$ cat config.mk
export PLATFORM = sky130hd
export DESIGN_NAME = mult_sequencer
export DESIGN_NICKNAME = d
export VERILOG_FILES = /design/src/rtl/mult_seq_pkg.sv /design/src/rtl/sync_fifo.sv /design/src/rtl/mult_sequencer.sv
export SDC_FILE = /design/constraint.sdc
export NUM_CORES = 1
export LEC_CHECK = 0
export ABC_AREA = 1
export CORE_MARGIN = 10
export CORE_UTILIZATION = 52
export DETAILED_ROUTE_END_ITERATION = 10
export PLACE_DENSITY = 0.77
export RECOVER_POWER = 100
export SLEW_MARGIN = 5
export SYNTH_ARGS = -nofsm -noshare
export SYNTH_HDL_FRONTEND = slang
export SYNTH_SLANG_ARGS = --single-unit
$ cat constraint.sdc
create_clock -name clk -period 2 [get_ports clk]
set_input_delay 0.5 -clock clk [delete_from_list [all_inputs] [get_ports clk]]
set_output_delay 0.5 -clock clk [all_outputs]
set_load 0.03 [all_outputs]
$ cat src/rtl/mult_seq_pkg.sv
// Shared constants and payload types for the multiplier sequencer.
package mult_seq_pkg;

    localparam int         MUL_STAGES = 10;
    localparam logic [3:0] LAST_PHASE = 4'd9;
    localparam int         OP_W       = 8;
    localparam int         PROD_W     = 16;
    // Tags up to this width travel through the FIFOs; narrower tags are zero-extended.
    localparam int         TAG_MAX_W  = 8;

    typedef struct packed {
        logic [OP_W-1:0]      a;
        logic [OP_W-1:0]      b;
        logic [TAG_MAX_W-1:0] tag;
    } op_t;

    typedef struct packed {
        logic [PROD_W-1:0]    product;
        logic [TAG_MAX_W-1:0] tag;
    } res_t;

    function automatic logic [3:0] next_phase(input logic [3:0] p);
        return (p == LAST_PHASE) ? 4'd0 : p + 4'd1;
    endfunction

endpackage

$ cat src/rtl/sync_fifo.sv
// Small synchronous FIFO with registered storage, pointers and occupancy count.
module sync_fifo #(
    parameter int W     = 8,
    parameter int DEPTH = 2
) (
    input  logic         clk,
    input  logic         rst,
    input  logic         push,
    input  logic [W-1:0] wdata,
    input  logic         pop,
    output logic [W-1:0] rdata,
    output logic         full,
    output logic         empty
);

    localparam int CW = $clog2(DEPTH + 1);
    localparam int AW = (DEPTH > 1) ? $clog2(DEPTH) : 1;

    logic [W-1:0]  mem_r [DEPTH];
    logic [AW-1:0] wr_ptr_r;
    logic [AW-1:0] rd_ptr_r;
    logic [CW-1:0] count_r;
    logic          do_push_s;
    logic          do_pop_s;

    function automatic logic [AW-1:0] ptr_inc(input logic [AW-1:0] p);
        return (p == AW'(DEPTH - 1)) ? AW'(0) : p + AW'(1);
    endfunction

    assign full      = (count_r == CW'(DEPTH));
    assign empty     = (count_r == CW'(0));
    assign do_push_s = push && !full;
    assign do_pop_s  = pop && !empty;
    assign rdata     = mem_r[rd_ptr_r];

    // Storage, pointer and occupancy update.
    always_ff @(posedge clk) begin
        if (rst) begin
            wr_ptr_r <= AW'(0);
            rd_ptr_r <= AW'(0);
            count_r  <= CW'(0);
            for (int i = 0; i < DEPTH; i++) begin
                mem_r[i] <= W'(0);
            end
        end else begin
            if (do_push_s) begin
                mem_r[wr_ptr_r] <= wdata;
                wr_ptr_r        <= ptr_inc(wr_ptr_r);
            end
            if (do_pop_s) begin
                rd_ptr_r <= ptr_inc(rd_ptr_r);
            end
            case ({do_push_s, do_pop_s})
                2'b10:   count_r <= count_r + CW'(1);
                2'b01:   count_r <= count_r - CW'(1);
                default: count_r <= count_r;
            endcase
        end
    end

endmodule

$ cat src/rtl/mult_sequencer.sv
// Valid/ready wrapper around the 10-stage shift-add multiplier: buffers operands,
// issues them on the multiplier's sampling phase and returns tagged products.
module mult_sequencer
    import mult_seq_pkg::*;
#(
    parameter int TAG_W     = 4,
    parameter int OP_DEPTH  = 2,
    parameter int RES_DEPTH = 2
) (
    input  logic              clk,
    input  logic              rst,
    input  logic              op_valid,
    output logic              op_ready,
    input  logic [7:0]        op_a,
    input  logic [7:0]        op_b,
    input  logic [TAG_W-1:0]  op_tag,
    output logic [7:0]        mul_in1,
    output logic [7:0]        mul_in2,
    input  logic [15:0]       mul_out,
    output logic              res_valid,
    input  logic              res_ready,
    output logic [15:0]       res_product,
    output logic [TAG_W-1:0]  res_tag,
    output logic [3:0]        phase
);

    logic [3:0]           phase_r;
    logic                 inflight_v_r;
    logic [TAG_MAX_W-1:0] inflight_tag_r;

    op_t  op_in_s;
    op_t  op_head_s;
    res_t res_in_s;
    res_t res_head_s;
    logic op_full_s;
    logic op_empty_s;
    logic res_full_s;
    logic res_empty_s;
    logic issue_s;
    logic capture_s;

    assign op_in_s  = '{a: op_a, b: op_b, tag: TAG_MAX_W'(op_tag)};
    assign res_in_s = '{product: mul_out, tag: inflight_tag_r};

    // Free result space is judged on the registered count so a product is never dropped.
    assign issue_s   = (phase_r == 4'd0) && !op_empty_s && !res_full_s;
    assign capture_s = (phase_r == LAST_PHASE) && inflight_v_r;

    assign op_ready    = !op_full_s;
    assign res_valid   = !res_empty_s;
    assign res_product = res_head_s.product;
    assign res_tag     = TAG_W'(res_head_s.tag);
    assign phase       = phase_r;

    // Operands reach the multiplier only in the cycle it samples them.
    always_comb begin
        mul_in1 = 8'd0;
        mul_in2 = 8'd0;
        if (issue_s) begin
            mul_in1 = op_head_s.a;
            mul_in2 = op_head_s.b;
        end else begin
            mul_in1 = 8'd0;
            mul_in2 = 8'd0;
        end
    end

    // Mirrored stage counter and in-flight tracking.
    always_ff @(posedge clk) begin
        if (rst) begin
            phase_r        <= 4'd0;
            inflight_v_r   <= 1'b0;
            inflight_tag_r <= TAG_MAX_W'(0);
        end else begin
            phase_r <= next_phase(phase_r);
            if (phase_r == 4'd0) begin
                inflight_v_r <= issue_s;
                if (issue_s) begin
                    inflight_tag_r <= op_head_s.tag;
                end else begin
                    inflight_tag_r <= inflight_tag_r;
                end
            end else if (capture_s) begin
                inflight_v_r <= 1'b0;
            end else begin
                inflight_v_r <= inflight_v_r;
            end
        end
    end

    sync_fifo #(.W($bits(op_t)), .DEPTH(OP_DEPTH)) u_op_fifo (
        .clk   (clk),
        .rst   (rst),
        .push  (op_valid && op_ready),
        .wdata (op_in_s),
        .pop   (issue_s),
        .rdata (op_head_s),
        .full  (op_full_s),
        .empty (op_empty_s)
    );

    sync_fifo #(.W($bits(res_t)), .DEPTH(RES_DEPTH)) u_res_fifo (
        .clk   (clk),
        .rst   (rst),
        .push  (capture_s),
        .wdata (res_in_s),
        .pop   (res_valid && res_ready),
        .rdata (res_head_s),
        .full  (res_full_s),
        .empty (res_empty_s)
    );

endmodule

== Word level (Yosys, flattened, before mapping) ==
Memory sizes are Yosys's and may differ from the RTL's. A register that Yosys moved wholly into a read port is not among the register bits.
Index checks and enable logic that the tools add are counted.

* Muxes and demuxes: 28
* Eq/ne operators: 7
* Add/subtract/negate cells: 9
* Reductions and logical operators: 23

{| class="wikitable"
|+ Operators by type and width
! cell !! count
|-
| $mux 24 || 1
|-
| $reduce_or 24->1 || 1
|-
| $mux 1 || 22
|-
| $mux 20 || 1
|-
| $reduce_or 20->1 || 1
|-
| $mux 8 || 2
|-
| $logic_and 1x1->1 || 9
|-
| $eq 2x2->1 const B || 4
|-
| $pmux 2 s2 || 2
|-
| $reduce_bool 2->1 || 3
|-
| $add 1x1->1 const B || 4
|-
| $add 2x1->2 const B || 2
|-
| $add 4x1->4 const B || 1
|-
| $eq 2x1->1 const B || 2
|-
| $eq 4x4->1 const B || 1
|-
| $logic_not 1->1 || 4
|-
| $logic_not 2->1 || 2
|-
| $logic_not 4->1 || 1
|-
| $sub 2x1->2 const B || 2
|-
| $reduce_and 2->1 || 1
|-
| $reduce_or 2->1 || 1
|}

* Memories: 2
* Bits of input ports: 40
* Logic and storage cells: 78
* Memory bits (writable): 88
* Flip-flop bits (word level): 21

{| class="wikitable"
|+ Memory list
! memory !! depth !! width !! read ports !! clocked after memory_dff !! write ports !! RTL line !! text
|-
| u_res_fifo.mem_r || 2 || 24 || 1 || 1 || 2 || sync_fifo.sv:19 || <nowiki>logic [W-1:0] mem_r [DEPTH];</nowiki>
|-
| u_op_fifo.mem_r || 2 || 20 || 1 || 1 || 2 || sync_fifo.sv:19 ||
|}

== Longest topological paths before layout ==
Gate-level depths: netlist (run 1).

* Depth after elaboration: 9
* Depth in mapped cells: 11
* Gate-level depth less buffers: 11

== Hierarchy ==
From an unflattened synthesis (run 1), not the netlist that was laid out.

* Cells, all modules: 522
* Area, all modules: 5599.1 um2

{| class="wikitable"
|+ By module, submodules not included
! module !! times used !! cells each !! area an instance (um2)
|-
| sync_fifo || 2 || 191 || 2382.3
|-
| mult_sequencer || 1 || 140 || 834.6
|}

== Worst setup path after synthesis (run 1) ==
Ideal clock, no wire load.

* Path type: register to register
* From: register phase_r[0] (netlist: phase[0])
* To: memory u_res_fifo.mem_r[0][0] (netlist name) (enable)
* Path buffers: 1
* Slack: -146 ps
* Data arrival time: 1769 ps
* Stages on the path, launching flop included: 7
* Clock period less this slack: 2146 ps
* Required time: 1623 ps
* Cells stage by stage: dfxtp_1 ha_1 nand2_2 nor2_4 nand4_4 buf_6 nand2_1

{| class="wikitable"
|+ RTL lines
! element !! RTL line !! text
|-
| from (decl) || mult_sequencer.sv:27 || <nowiki>logic [3:0] phase_r;</nowiki>
|-
| from (signal assigned) || mult_sequencer.sv:75 || <nowiki>phase_r <= next_phase(phase_r);</nowiki>
|-
| to (decl) || sync_fifo.sv:19 ||
|}

== Worst setup path after layout (run 1) ==
* From: register phase_r[1] (netlist: phase[1])
* To: output port mul_in2[7]

* Longest elaborated chain between the ends: 4

{| class="wikitable"
|+ Ends and longest elaborated chain
! element !! RTL line !! text
|-
| $logic_not 4->1 || mult_sequencer.sv:46 || <nowiki>assign issue_s = (phase_r == 4'd0) && !op_empty_s && !res_full_s;</nowiki>
|-
| $logic_and 1x1->1 (2 in series) || mult_sequencer.sv:46 ||
|-
| $mux 8 || mult_sequencer.sv:59 || <nowiki>if (issue_s) begin</nowiki>
|-
| to (decl) || mult_sequencer.sv:18 || <nowiki>output logic [7:0] mul_in2,</nowiki>
|}

Every way passes these cells.

==> metrics.csv, run 1 <==
metric;value;unit
Die Wd;113;µm
Synth warnings;0;
reg-to-reg slack, setup;0.08;ns
critical path class;flop to output port;
clk_lat worst skew;0.36;ns
Syn Std Cell Area;4460;µm²
DP Worst Slack;0.0162;ns
Worst Hold End;inflight_tag_r[3];
Mapped Nets;464;
post-DP HPWL;6370;µm
Post-synth ARST share;0;%
Synth Area in Simple Gates;18.3;%
clk slew on worst S/H paths;0.09;ns
Die H;113;µm
fin. max-slew vios;0;
Yosys top cell area share;53.8;%
P_leak;2.40;nW
CTS buffer count;9;
largest family of logic cells by synthesized area;simple AND/OR/NAND/NOR gates;
WL per Instance;15.4;µm
CP Capture Type;output port;
io pins;82;
Synth Area in Adders;1.40;%
dpl cells;605;
Worst Hold Launch;inflight_tag_r[3];
max_cap viols;0;
Synth Instances;419;
final global-route overflow total;0;
final setup margin;-0.0518;ns
Largest delay share family, worst path;buffers and inverters;
pin count of the biggest net entering global routing;22;
Synth area leader;edfxtp_1;
Peak VDD IR;0.000482;V
Max stage delay on crit path;0.33;ns
vias in the first global route;3213;
Initial Util;53.8;%
WL final;9690;µm
via count;3100;
outcome;finished with violations;
Filler Cell Count;641;
final cell count without fillers;630;
GRT Total Usage;15.1;%
mux contribution to synthesized area;5.05;%
worst hold path depth;2;
setup TNS;-0.585;ns
Worst EP arrival;1.55;ns
Area Growth Syn to Fin;27.4;%
Reg2Reg Depth;11;
CP bufs+invs;4;
die area;12700;µm²
number of flops mapped to enable cells by yosys;80;
Max clock buf depth;2;
RR Endpoint;u_res_fifo.count_r[1];
Post-Synth XOR/XNOR Area;0.196;%
final hold vios;0;
worst slew pin tran;0.439;ns
Power Density;892;nW/µm²
failing checks;negative setup slack;
Port Buffer Count;81;
nature of the critical path startpoint;flop;
Synth cell types;26;
Worst Hold Class;flop to flop;
maximum fanout along the worst path;9;
CTS tree;done;
layout cells sized above 1;26.9;%
DRT iter0 DRCs;111;
fin nets;565;
CTS H-Tree Depth;3;
Seq/Total Area, Yosys;62.3;%
period utilisation layout;103;%
register area;2800;µm²
most area-consuming cells after synthesis;edfxtp_1, dfxtp_1, nor2_1;
Fmax;0.487;GHz
initial antenna violation count;0;
Yosys reg bits;99;
RSZ-0062 raised after global routing;true;
DRC viols;0;
Synth Area in Compound Gates;4.49;%
CP max stage cell;dfxtp_2;
Critical Path, Cell by Cell;inv_2 -> ha_4 -> nand2_4 -> nor2_4 -> buf_12 -> inv_16 -> a21oi_2 -> buf_6;
reg2reg start;phase[1];
hold buffers post-CTS;0;
final setup fails;16;
Clock Skew;0.0111;ns
clock root cell;clkbuf_8;
antenna diode count;0;
CORE AREA;8300;µm²
row cnt;33;
GPL Wtd Cong;0.691;
Post-synth top cells;nor2_1, edfxtp_1, nand2_1;
predominant post-synthesis flop cell;edfxtp_1;
min cycle time layout;2.05;ns
Syn Area/Cell;10.7;µm²
cell count along the critical path;8;
count leader, synth;nor2_1;
Critical Path RT;1.50;ns
area occupied by multi-input gates;1400;µm²
Vias/cell;4.92;
Pre-antenna DRT Iters;4;
Rel. slew slack;70.7;%
Final ANT Viol Nets;0;
first-pass GRT wire length;15600;µm
clk sink count;99;
-- stage by stage --
step,hold slack (ns),instance area (µm²),util (%),total power [mW]
finish,0.492,5690,68.5,5.08
global route,0.515,5690,68.5,5.35
CTS,0.496,5810,70.0,5.12
detailed placement,0.474,5420,65.3,3.68
global placement,0.456,5420,65.3,3.65
floorplan,0.447,4470,-,3.31
-- what timing repair did --
action | CTS | global route
resized for setup | 136 | 6
pin swaps | 3 | 0
setup endpoints to repair | 37 | 19
cloned | 1 | 1
setup buffers | 5 | 2
-- final cells by class --
class / count / area share (%)
clock buffer: 9 / 2.18
clock inverter: 7 / 1.06
inverter: 59 / 4.18
multi-input combinational: 244 / 24.6
sequential: 99 / 49.1
tap: 105 / 2.31
timing repair buffer: 106 / 16.2
timing repair inverter: 1 / 0.352
-- state kept, by name (all words and copies together), names as in the netlist, named ones only --
signal               flops
inflight_tag_r           4
inflight_v_r             1
phase                    4
u_op_fifo.count_r        2
u_op_fifo.mem_r         40
u_op_fifo.rd_ptr_r       1
u_op_fifo.wr_ptr_r       1
u_res_fifo.count_r       2
u_res_fifo.mem_r        40
u_res_fifo.rd_ptr_r      1
u_res_fifo.wr_ptr_r      1
-- worst min-delay path, stage by stage (launching register included) --
cell	delay [ns]
dfxtp_1	0.33
nor2_1	0.05
nor2_1	0.08
-- placed cells by master (no fill, tap or decap), drive strengths merged --
master / instances
nand2: 70
clkbuf: 25
a21oi: 28
dlygate4sd2: 5
nand4: 2
nand3: 7
clkinv: 5
xnor2: 1
dlygate4sd3: 1
ha: 5
dfxtp: 19
clkdlybuf4s50: 39
edfxtp: 80
or2: 1
mux2: 20
inv: 62
o21ai: 3
nor2: 107
buf: 45
-- logic make-up (layout without fill, tap and decap cells) --
logic type	count (synthesis)	after routing
AO/OA/AOI/OAI	31	31
XOR/XNOR	1	1
adder cells (fa/ha/maj)	5	5
buffers and inverters	76	182
flip-flops	99	99
multiplexers	20	20
AND/OR/NAND/NOR	187	187
-- where the power goes --
| group | internal, mW | total (mW) | switching [mW] |
|---|---|---|---|
| combinational | 0.519 | 1.38 | 0.866 |
| sequential | 2.42 | 2.50 | 0.0732 |
| clock | 0.473 | 1.19 | 0.722 |
-- worst max-delay path by stage --
| stage | from | end | slack [ns] |
|---|---|---|---|
| floorplan | phase[0] | mul_in1[7] | 0.04 |
| global placement | flop | res_product[4] | 0.06 |
| detailed placement | flop | res_product[13] | 0.02 |
| CTS | phase[1] | mul_in2[2] | -0.07 |
| global route | phase[1] | mul_in2[2] | -0.12 |
| finish | phase[1] | mul_in2[7] | -0.05 |
-- layer usage --
layer	up-vias	share of wire [%]	track usage (%)
li1	1543	-	-
met1	1470	41	17.4
met2	75	52	26.7
met3	12	5.1	4.05
met4	0	1.3	4.82
met5	-	0	0
No activity file was read; power rests on OpenSTA's default activity.
==> inputs of run 2 (changes only) <==
Settings changed: CORE_MARGIN 10 to 2, GPL_TIMING_DRIVEN from default to 0.
==> metrics.csv, run 2 (synthesis results as in run 1) <==
metric;value;unit
outcome;finished with violations;
failing checks;negative setup slack;
CP Capture Type;output port;
pin count of the biggest net entering global routing;21;
worst slew pin tran;0.516;ns
hold buffers post-CTS;0;
Worst EP arrival;1.67;ns
final hold vios;0;
antenna diode count;0;
reg2reg start;phase[1];
Initial Util;54.0;%
reg-to-reg slack, setup;0.09;ns
Max clock buf depth;2;
WL per Instance;14.6;µm
Filler Cell Count;611;
clk sink count;99;
fin. max-slew vios;0;
Fmax;0.461;GHz
fin nets;568;
RR Endpoint;u_res_fifo.mem_r[0][2];
GRT Total Usage;20.4;%
maximum fanout along the worst path;6;
period utilisation layout;109;%
nature of the critical path startpoint;flop;
min cycle time layout;2.17;ns
DRC viols;0;
row cnt;33;
setup TNS;-5.71;ns
Area Growth Syn to Fin;30.6;%
RSZ-0062 raised after global routing;true;
via count;3102;
CTS buffer count;9;
Pre-antenna DRT Iters;5;
Die Wd;96.6;µm
Critical Path RT;1.50;ns
commonest non-fill, non-tap cell in the layout;nor2_1;
post-DP HPWL;6040;µm
clk_lat worst skew;0.37;ns
Port Buffer Count;81;
Power Density;897;nW/µm²
clk slew on worst S/H paths;0.09;ns
Clock Skew;0.0191;ns
CORE AREA;8260;µm²
Placement Cell Area;5410;µm²
most frequent cells in the layout;nor2_1, edfxtp_1, nand2_1;
Final ANT Viol Nets;0;
first-pass GRT wire length;15200;µm
GPL Wtd Cong;0.729;
Largest regs;u_op_fifo.mem_r: 40 flops, u_res_fifo.mem_r: 40 flops;
CTS tree;done;
hold slack;0.482;ns
final setup margin;-0.171;ns
register area;2800;µm²
io pins;82;
P_leak;2.46;nW
Worst Hold Launch;u_res_fifo.rd_ptr_r;
worst hold path depth;2;
CTS H-Tree Depth;3;
vias in the first global route;3216;
final instance area;5830;µm²
initial antenna violation count;0;
final setup fails;56;
Peak VDD IR;0.000506;V
Rel. slew slack;65.5;%
DRT iter0 DRCs;149;
area occupied by multi-input gates;1480;µm²
clock root cell;clkbuf_8;
final global-route overflow total;0;
Worst Hold End;u_res_fifo.rd_ptr_r;
WL final;9270;µm
layout cells sized above 1;30.9;%
critical path class;flop to output port;
max_cap viols;0;
Die H;96.6;µm
Reg2Reg Depth;9;
die area;9340;µm²
Worst Hold Class;flop to flop;
Vias/cell;4.90;
-- run 2: report_power, final --
group / total, mW / switching, mW / internal, mW / leakage (nW)
logic: 1.44 / 0.859 / 0.578 / 1.38
clock network: 1.28 / 0.698 / 0.584 / 0.0862
registers: 2.51 / 0.0814 / 2.42 / 0.990
total: 5.23 / 1.64 / 3.59 / 2.46
-- run 2: layer usage --
layer	track usage (%)	share of wire, %	vias up
met3	4.05	3.7	13
met2	35.2	51	73
li1	-	-	1544
met5	0	0	-
met4	6.39	1.6	0
met1	25.9	43	1472
-- run 2: worst max-delay path by stage --
stage               startpoint                     to  slack, ns  cells past startpoint
detailed placement         rst  u_op_fifo.mem_r[1][6]      -0.65                      5
finish                phase[0]             mul_in1[0]      -0.17                      8
floorplan             phase[0]             mul_in1[7]       0.04                      6
global route          phase[0]             mul_in1[0]      -0.23                      8
CTS                       flop        res_product[11]      -0.23                      3
global placement           rst  u_op_fifo.mem_r[1][5]      -0.61                      5
-- run 2: metrics by stage --
stage                     util, %  std cells  power (mW)  setup WS, ns
final                        70.6        633        5.23        -0.171
after global routing         70.6        633        5.46        -0.233
after CTS                    70.8        630        5.23        -0.227
after detailed placement     65.5        605        3.72        -0.651
after global placement       65.5        605        3.68        -0.612
after floorplan                 -        419        3.31        0.0423
-- run 2: cell type report --
type                       count  share of cell area, %
sequential                    99                   48.0
buffer                        17                   2.77
timing repair buffer          93                   14.4
tap                          105                   2.25
clock buffer                  11                   2.25
clock inverter                 5                   1.05
inverter                      59                   3.89
multi-input combinational    244                   25.4
-- run 2: critical path, cell delays in order (launching register included) --
cell and delay, ns:
dfxtp_4 0.36, inv_2 0.06, ha_4 0.14, nand2_4 0.05
nor2_4 0.14, clkinv_4 0.12, buf_12 0.17, a21oi_4 0.12
buf_6 0.14
-- run 2: what timing repair did --
action | CTS | global route
endpoints found under the hold margin | 0 | 0
gates resized for setup | 173 | 57
setup endpoints to repair | 101 | 78
pin swaps | 3 | 2
setup buffers | 8 | 4
cloned | 1 | 0
==> inputs of run 3 (changes only) <==
--- a/config.mk
+++ b/config.mk
@@ -12,5 +12,5 @@
 export GPL_TIMING_DRIVEN = 0
 export PLACE_DENSITY = 0.77
-export RECOVER_POWER = 100
+export RECOVER_POWER = 25
 export SLEW_MARGIN = 5
 export SYNTH_ARGS = -nofsm -noshare
==> constraint.sdc (replaced) <==
create_clock -name clk -period 2 [get_ports clk]
set_input_delay 0.5 -clock clk [delete_from_list [all_inputs] [get_ports clk]]
set_output_delay 0.5 -clock clk [all_outputs]
set_load 0.1 [all_outputs]
==> metrics.csv, run 3 (synthesis results as in run 1) <==
metric;value;unit
final instance area;6150;µm²
Power Density;956;nW/µm²
Worst Hold Launch;u_res_fifo.rd_ptr_r;
max_cap viols;0;
Largest regs;u_op_fifo.mem_r: 40 flops, u_res_fifo.mem_r: 40 flops;
RR Endpoint;u_op_fifo.count_r[1];
layout cells sized above 1;32.6;%
Max clock buf depth;2;
Largest delay share family, worst path;buffers and inverters;
first-pass GRT wire length;15000;µm
CORE AREA;8260;µm²
Final ANT Viol Nets;0;
die area;9340;µm²
outcome;finished with violations;
clk slew on worst S/H paths;0.09;ns
dpl cells;605;
CTS tree;done;
final setup fails;56;
CP bufs+invs;3;
period utilisation layout;110;%
Max stage delay on crit path;0.38;ns
Fmax;0.455;GHz
CTS H-Tree Depth;3;
CTS buffer count;9;
row cnt;33;
DRT iter0 DRCs;137;
reg2reg start;phase[3];
final hold vios;0;
Clock Skew;0.0202;ns
clk_lat worst skew;0.37;ns
antenna diode count;0;
Overall Power;5.88;mW
maximum fanout along the worst path;6;
fin nets;567;
Die H;96.6;µm
Area Growth Syn to Fin;37.8;%
Finished Core Util;74.5;%
setup TNS;-6.82;ns
CP max stage cell;dfxtp_4;
RSZ-0062 raised after global routing;true;
min cycle time layout;2.20;ns
register area;2810;µm²
commonest non-fill, non-tap cell in the layout;nor2_1;
Worst Hold Class;flop to flop;
Die Wd;96.6;µm
io pins;82;
Initial Util;54.0;%
post-DP HPWL;5980;µm
area occupied by multi-input gates;1500;µm²
Filler Cell Count;519;
final cell count without fillers;632;
worst hold path depth;2;
reg-to-reg slack, setup;0.15;ns
Port Buffer Count;81;
most frequent cells in the layout;nor2_1, edfxtp_1, nand2_1;
final global-route overflow total;0;
pin count of the biggest net entering global routing;21;
clk sink count;99;
hold buffers post-CTS;0;
Top cell by count, worst path;buf_12;
fin. max-slew vios;0;
final setup margin;-0.197;ns
clock root cell;clkbuf_8;
Placement Cell Area;5590;µm²
Rel. slew slack;63.6;%
Vias/cell;5.01;
DRC viols;0;
Peak VDD IR;0.000682;V
vias in the first global route;3191;
failing checks;negative setup slack;
P_leak;2.49;nW
nature of the critical path startpoint;flop;
CP Capture Type;output port;
WL per Instance;14.7;µm
worst slew pin tran;0.549;ns
Pre-antenna DRT Iters;4;
via count;3166;
initial antenna violation count;0;
WL final;9280;µm
Worst EP arrival;1.70;ns
Critical Path, Cell by Cell;nor2_2 -> nand2_4 -> nor2_4 -> inv_8 -> buf_12 -> a21oi_4 -> buf_12;
critical path class;flop to output port;
GPL Wtd Cong;0.747;
Critical Path RT;1.50;ns
cell count along the critical path;7;
GRT Total Usage;20.2;%
Reg2Reg Depth;11;
-- run 3: changes by cell type in the layout (fill, tap and decap cells not counted), sizes merged --
cell	before	now
clkbuf	33	12
buf	43	61
clkdlybuf4s15	0	6
dlygate4sd2	3	0
dlymetal6s2s	3	0
clkinv	1	3
clkinvlp	3	1
inv	59	61
-- run 3: area by class of cell --
cell class	count	area share [%]
tap	105	2.14
buffer	17	2.63
clock buffer	9	2.01
multi-input combinational	244	24.3
clock inverter	7	1.36
timing repair buffer	92	18.1
sequential	99	45.6
inverter	59	3.81
-- run 3: tightest hold or removal path: cells and delay by family, from the launching register on --
| family | cells | cell delay [ns] |
|---|---|---|
| flops | 1 | 0.31 |
| buf+inv | 1 | 0.08 |
| compound gates | 1 | 0.06 |
-- run 3: where the power goes --
| part | leakage [nW] | internal [mW] | total [mW] | switching, mW |
|---|---|---|---|---|
| registers | 0.992 | 2.42 | 2.51 | 0.0839 |
| logic | 1.40 | 0.721 | 2.04 | 1.32 |
| clock network | 0.102 | 0.598 | 1.33 | 0.733 |
| total | 2.49 | 3.74 | 5.88 | 2.14 |
-- run 3: per-layer routing --
| layer | vias up | track usage [%] | part of all wire [%] |
|---|---|---|---|
| li1 | 1551 | - | - |
| met1 | 1518 | 24.8 | 41 |
| met2 | 88 | 36.1 | 54 |
| met3 | 9 | 3.11 | 3.9 |
| met4 | 0 | 7.26 | 1.3 |
| met5 | - | 0 | 0 |
-- run 3: how the worst max path moves through the flow --
stage                                from         end  slack, ns
global placement    u_res_fifo.count_r[0]  mul_in1[4]      -0.80
finish                           phase[3]  mul_in1[4]      -0.20
floorplan                        phase[1]  mul_in1[0]      -0.17
CTS                              phase[0]  mul_in2[4]      -0.21
global route                     phase[3]  mul_in1[6]      -0.27
detailed placement  u_res_fifo.count_r[0]  mul_in2[5]      -0.83
-- run 3: stage by stage --
stage	setup slack, ns	hold WS (ns)
global route	-0.265	0.484
detailed placement	-0.826	0.452
finish	-0.197	0.473
CTS	-0.214	0.474
floorplan	-0.170	0.447
global placement	-0.799	0.445
-- run 3: repair_timing --
action                                  CTS  global route
gates cloned                              1             0
buffers inserted                          6             4
endpoints found under the setup margin   62            68
pin swaps                                 2             1
resized for setup                       315             8
==> RTL edit, RTL diff (config.mk and constraints of run 2) <==
Set the parameter `RES_DEPTH` to 4 (it was 2).
--- a/src/rtl/mult_sequencer.sv
+++ b/src/rtl/mult_sequencer.sv
@@ -5,7 +5,7 @@
 #(
     parameter int TAG_W     = 4,
     parameter int OP_DEPTH  = 2,
-    parameter int RES_DEPTH = 2
+    parameter int RES_DEPTH = 4
 ) (
     input  logic              clk,
     input  logic              rst,
Behaviour: no difference found for any inputs over 10 cycles, from zero or initial values and one cycle with rst high; that may be too few to reach the edited logic, so the function may still have changed.
==> RTL edit against run 2 <==
  * The flow still finishes with violations (setup timing)
  * Largest power group unchanged
  * Sequential share of layout area down 3.2 points
  * Design area up 56%
  * Combinational power up 14%
  * Area after synthesis up 41%
  * Core utilization up 5.8 points
  * Count of clock-buffer cells in the layout up 6
  * Die area up 39%
  * Setup slack worse by 0.036 ns
  * Largest cell class unchanged
  * Wire length up 83%
  * Sequential cell count up 44
  * Total power up 67%
==> RTL edit: results <==
[synthesis]
synthTopCellsByCount = nor2_1 (187), edfxtp_1 (120), nand2_1 (65)
synth_edf_count = 120
syn-num-nets = 667
ys_types = 24
synthCells = 619
synth-seq-area-share_pct = 64.7

[grt]
grt_usage_pct = 25.3
grt_first_pass_wirelength_mm = 24.9
antenna_found_initial = 0

[final_layout]
final_nets = 798
drive_above_1_share_pct = 32.9
fillers = 713
top_regs = u_res_fifo.mem_r (80), u_op_fifo.mem_r (40)

[detailed_routing]
vias = 5018
firstDrtPassIters = 6
totalWireLength_mm = 17.0
wl_per_cell_um = 18.7
drt_iter0_markers = 342

[timing]
tightest_slew_ns = 0.491
layout_setup_ws_ns = -0.207
setup_viol = 36
fin_setup_tns_ns = -3.97

[placement]
placed_cell_area_um2 = 7290
place_inst = 847
place_congestion = 0.769
hpwlAfterDp_mm = 8.68

[critical_path]
setup.worst_path.end = mul_in1[5]
critPathMaxFanout = 5
reg2reg_to = u_res_fifo.count_r[2]
r2r_cells = 13

[clock_network]
htreeDepth = 4
cts-root-buf = clkbuf_16
path_clk_slew_ns = 0.06
numCtsBuffers = 17
insertion_delay_ns = 0.43

[status]
status = finished, violations left
violations = setup timing

[pwr]
swShare_pct = 26.7
p_leak_nw = 3.69
==> RTL edit: repair_timing <==
item | 4_1_cts | 5_1_grt
pin swaps | 12 | 37
resized for setup | 352 | 163
setup endpoints to repair | 162 | 119
buffers inserted | 12 | 14
gates cloned | 8 | 0
endpoints found under the hold margin | 0 | 0
==> RTL edit: how the worst min path moves through the flow <==
stage | from | end | slack, ns | cells past startpoint
floorplan | inflight_tag_r[0] | inflight_tag_r[0] | 0.46 | 2
global placement | phase[0] | phase[0] | 0.45 | 1
detailed placement | phase[0] | phase[0] | 0.46 | 1
CTS | inflight_tag_r[1] | inflight_tag_r[1] | 0.49 | 2
global route | u_op_fifo.wr_ptr_r | u_op_fifo.wr_ptr_r | 0.53 | 2
finish | inflight_tag_r[1] | inflight_tag_r[1] | 0.48 | 2
==> RTL edit: per-stage QoR <==
stage	worst slack [ns]	utilization (%)
floorplan	-0.0674	-
global placement	-0.834	61.2
detailed placement	-0.838	61.2
CTS	-0.226	71.4
global route	-0.284	76.3
finish	-0.207	76.3
==> RTL edit: metal layers <==
metal  routed length, um  share of wire, %  track usage [%]
met2                9060                53             44.3
met4                 531               3.1             13.8
met1                6170                36             28.8
met3                1230               7.2             5.79
met5                   0                 0                0
==> RTL edit: power by group through the flow <==
| stage | logic [mW] | clock network (mW) | registers [mW] |
|---|---|---|---|
| after global placement | 1.12 | 0 | 3.60 |
| final | 1.64 | 3.54 | 3.57 |
| after global routing | 1.77 | 3.65 | 3.59 |
| after CTS | 1.45 | 3.49 | 3.55 |
| after detailed placement | 1.15 | 0 | 3.61 |
| after floorplan | 0.738 | 0 | 3.59 |
==> RTL edit: kinds of logic (layout without fill, tap and decap cells) <==
family | count (synthesis) | count (layout) | synth area share (%)
AO/OA/AOI/OAI | 96 | 96 | 8.25
XOR/XNOR | 1 | 1 | 0.140
adder cells (fa/ha/maj) | 8 | 8 | 1.71
buffers and inverters | 96 | 238 | 6.74
flip-flops | 143 | 143 | 64.7
AND/OR/NAND/NOR | 275 | 277 | 18.4
==> RTL edit: layout make-up <==
type	count	area, um2	share of cell area (%)
multi-input combinational	382	2440	26.9
buffer	30	339	3.73
inverter	65	262	2.88
clock inverter	15	223	2.45
clock buffer	17	425	4.68
tap	147	184	2.02
timing repair buffer	111	1140	12.6
sequential	143	4070	44.8
==> RTL edit: critical path, cell delays in order (launching register included) <==
cell	delay, ns
dfxtp_2	0.33
inv_2	0.07
ha_4	0.13
nand3_4	0.07
nor2_4	0.12
nand2_4	0.11
buf_8	0.18
a21oi_2	0.12
buf_6	0.15
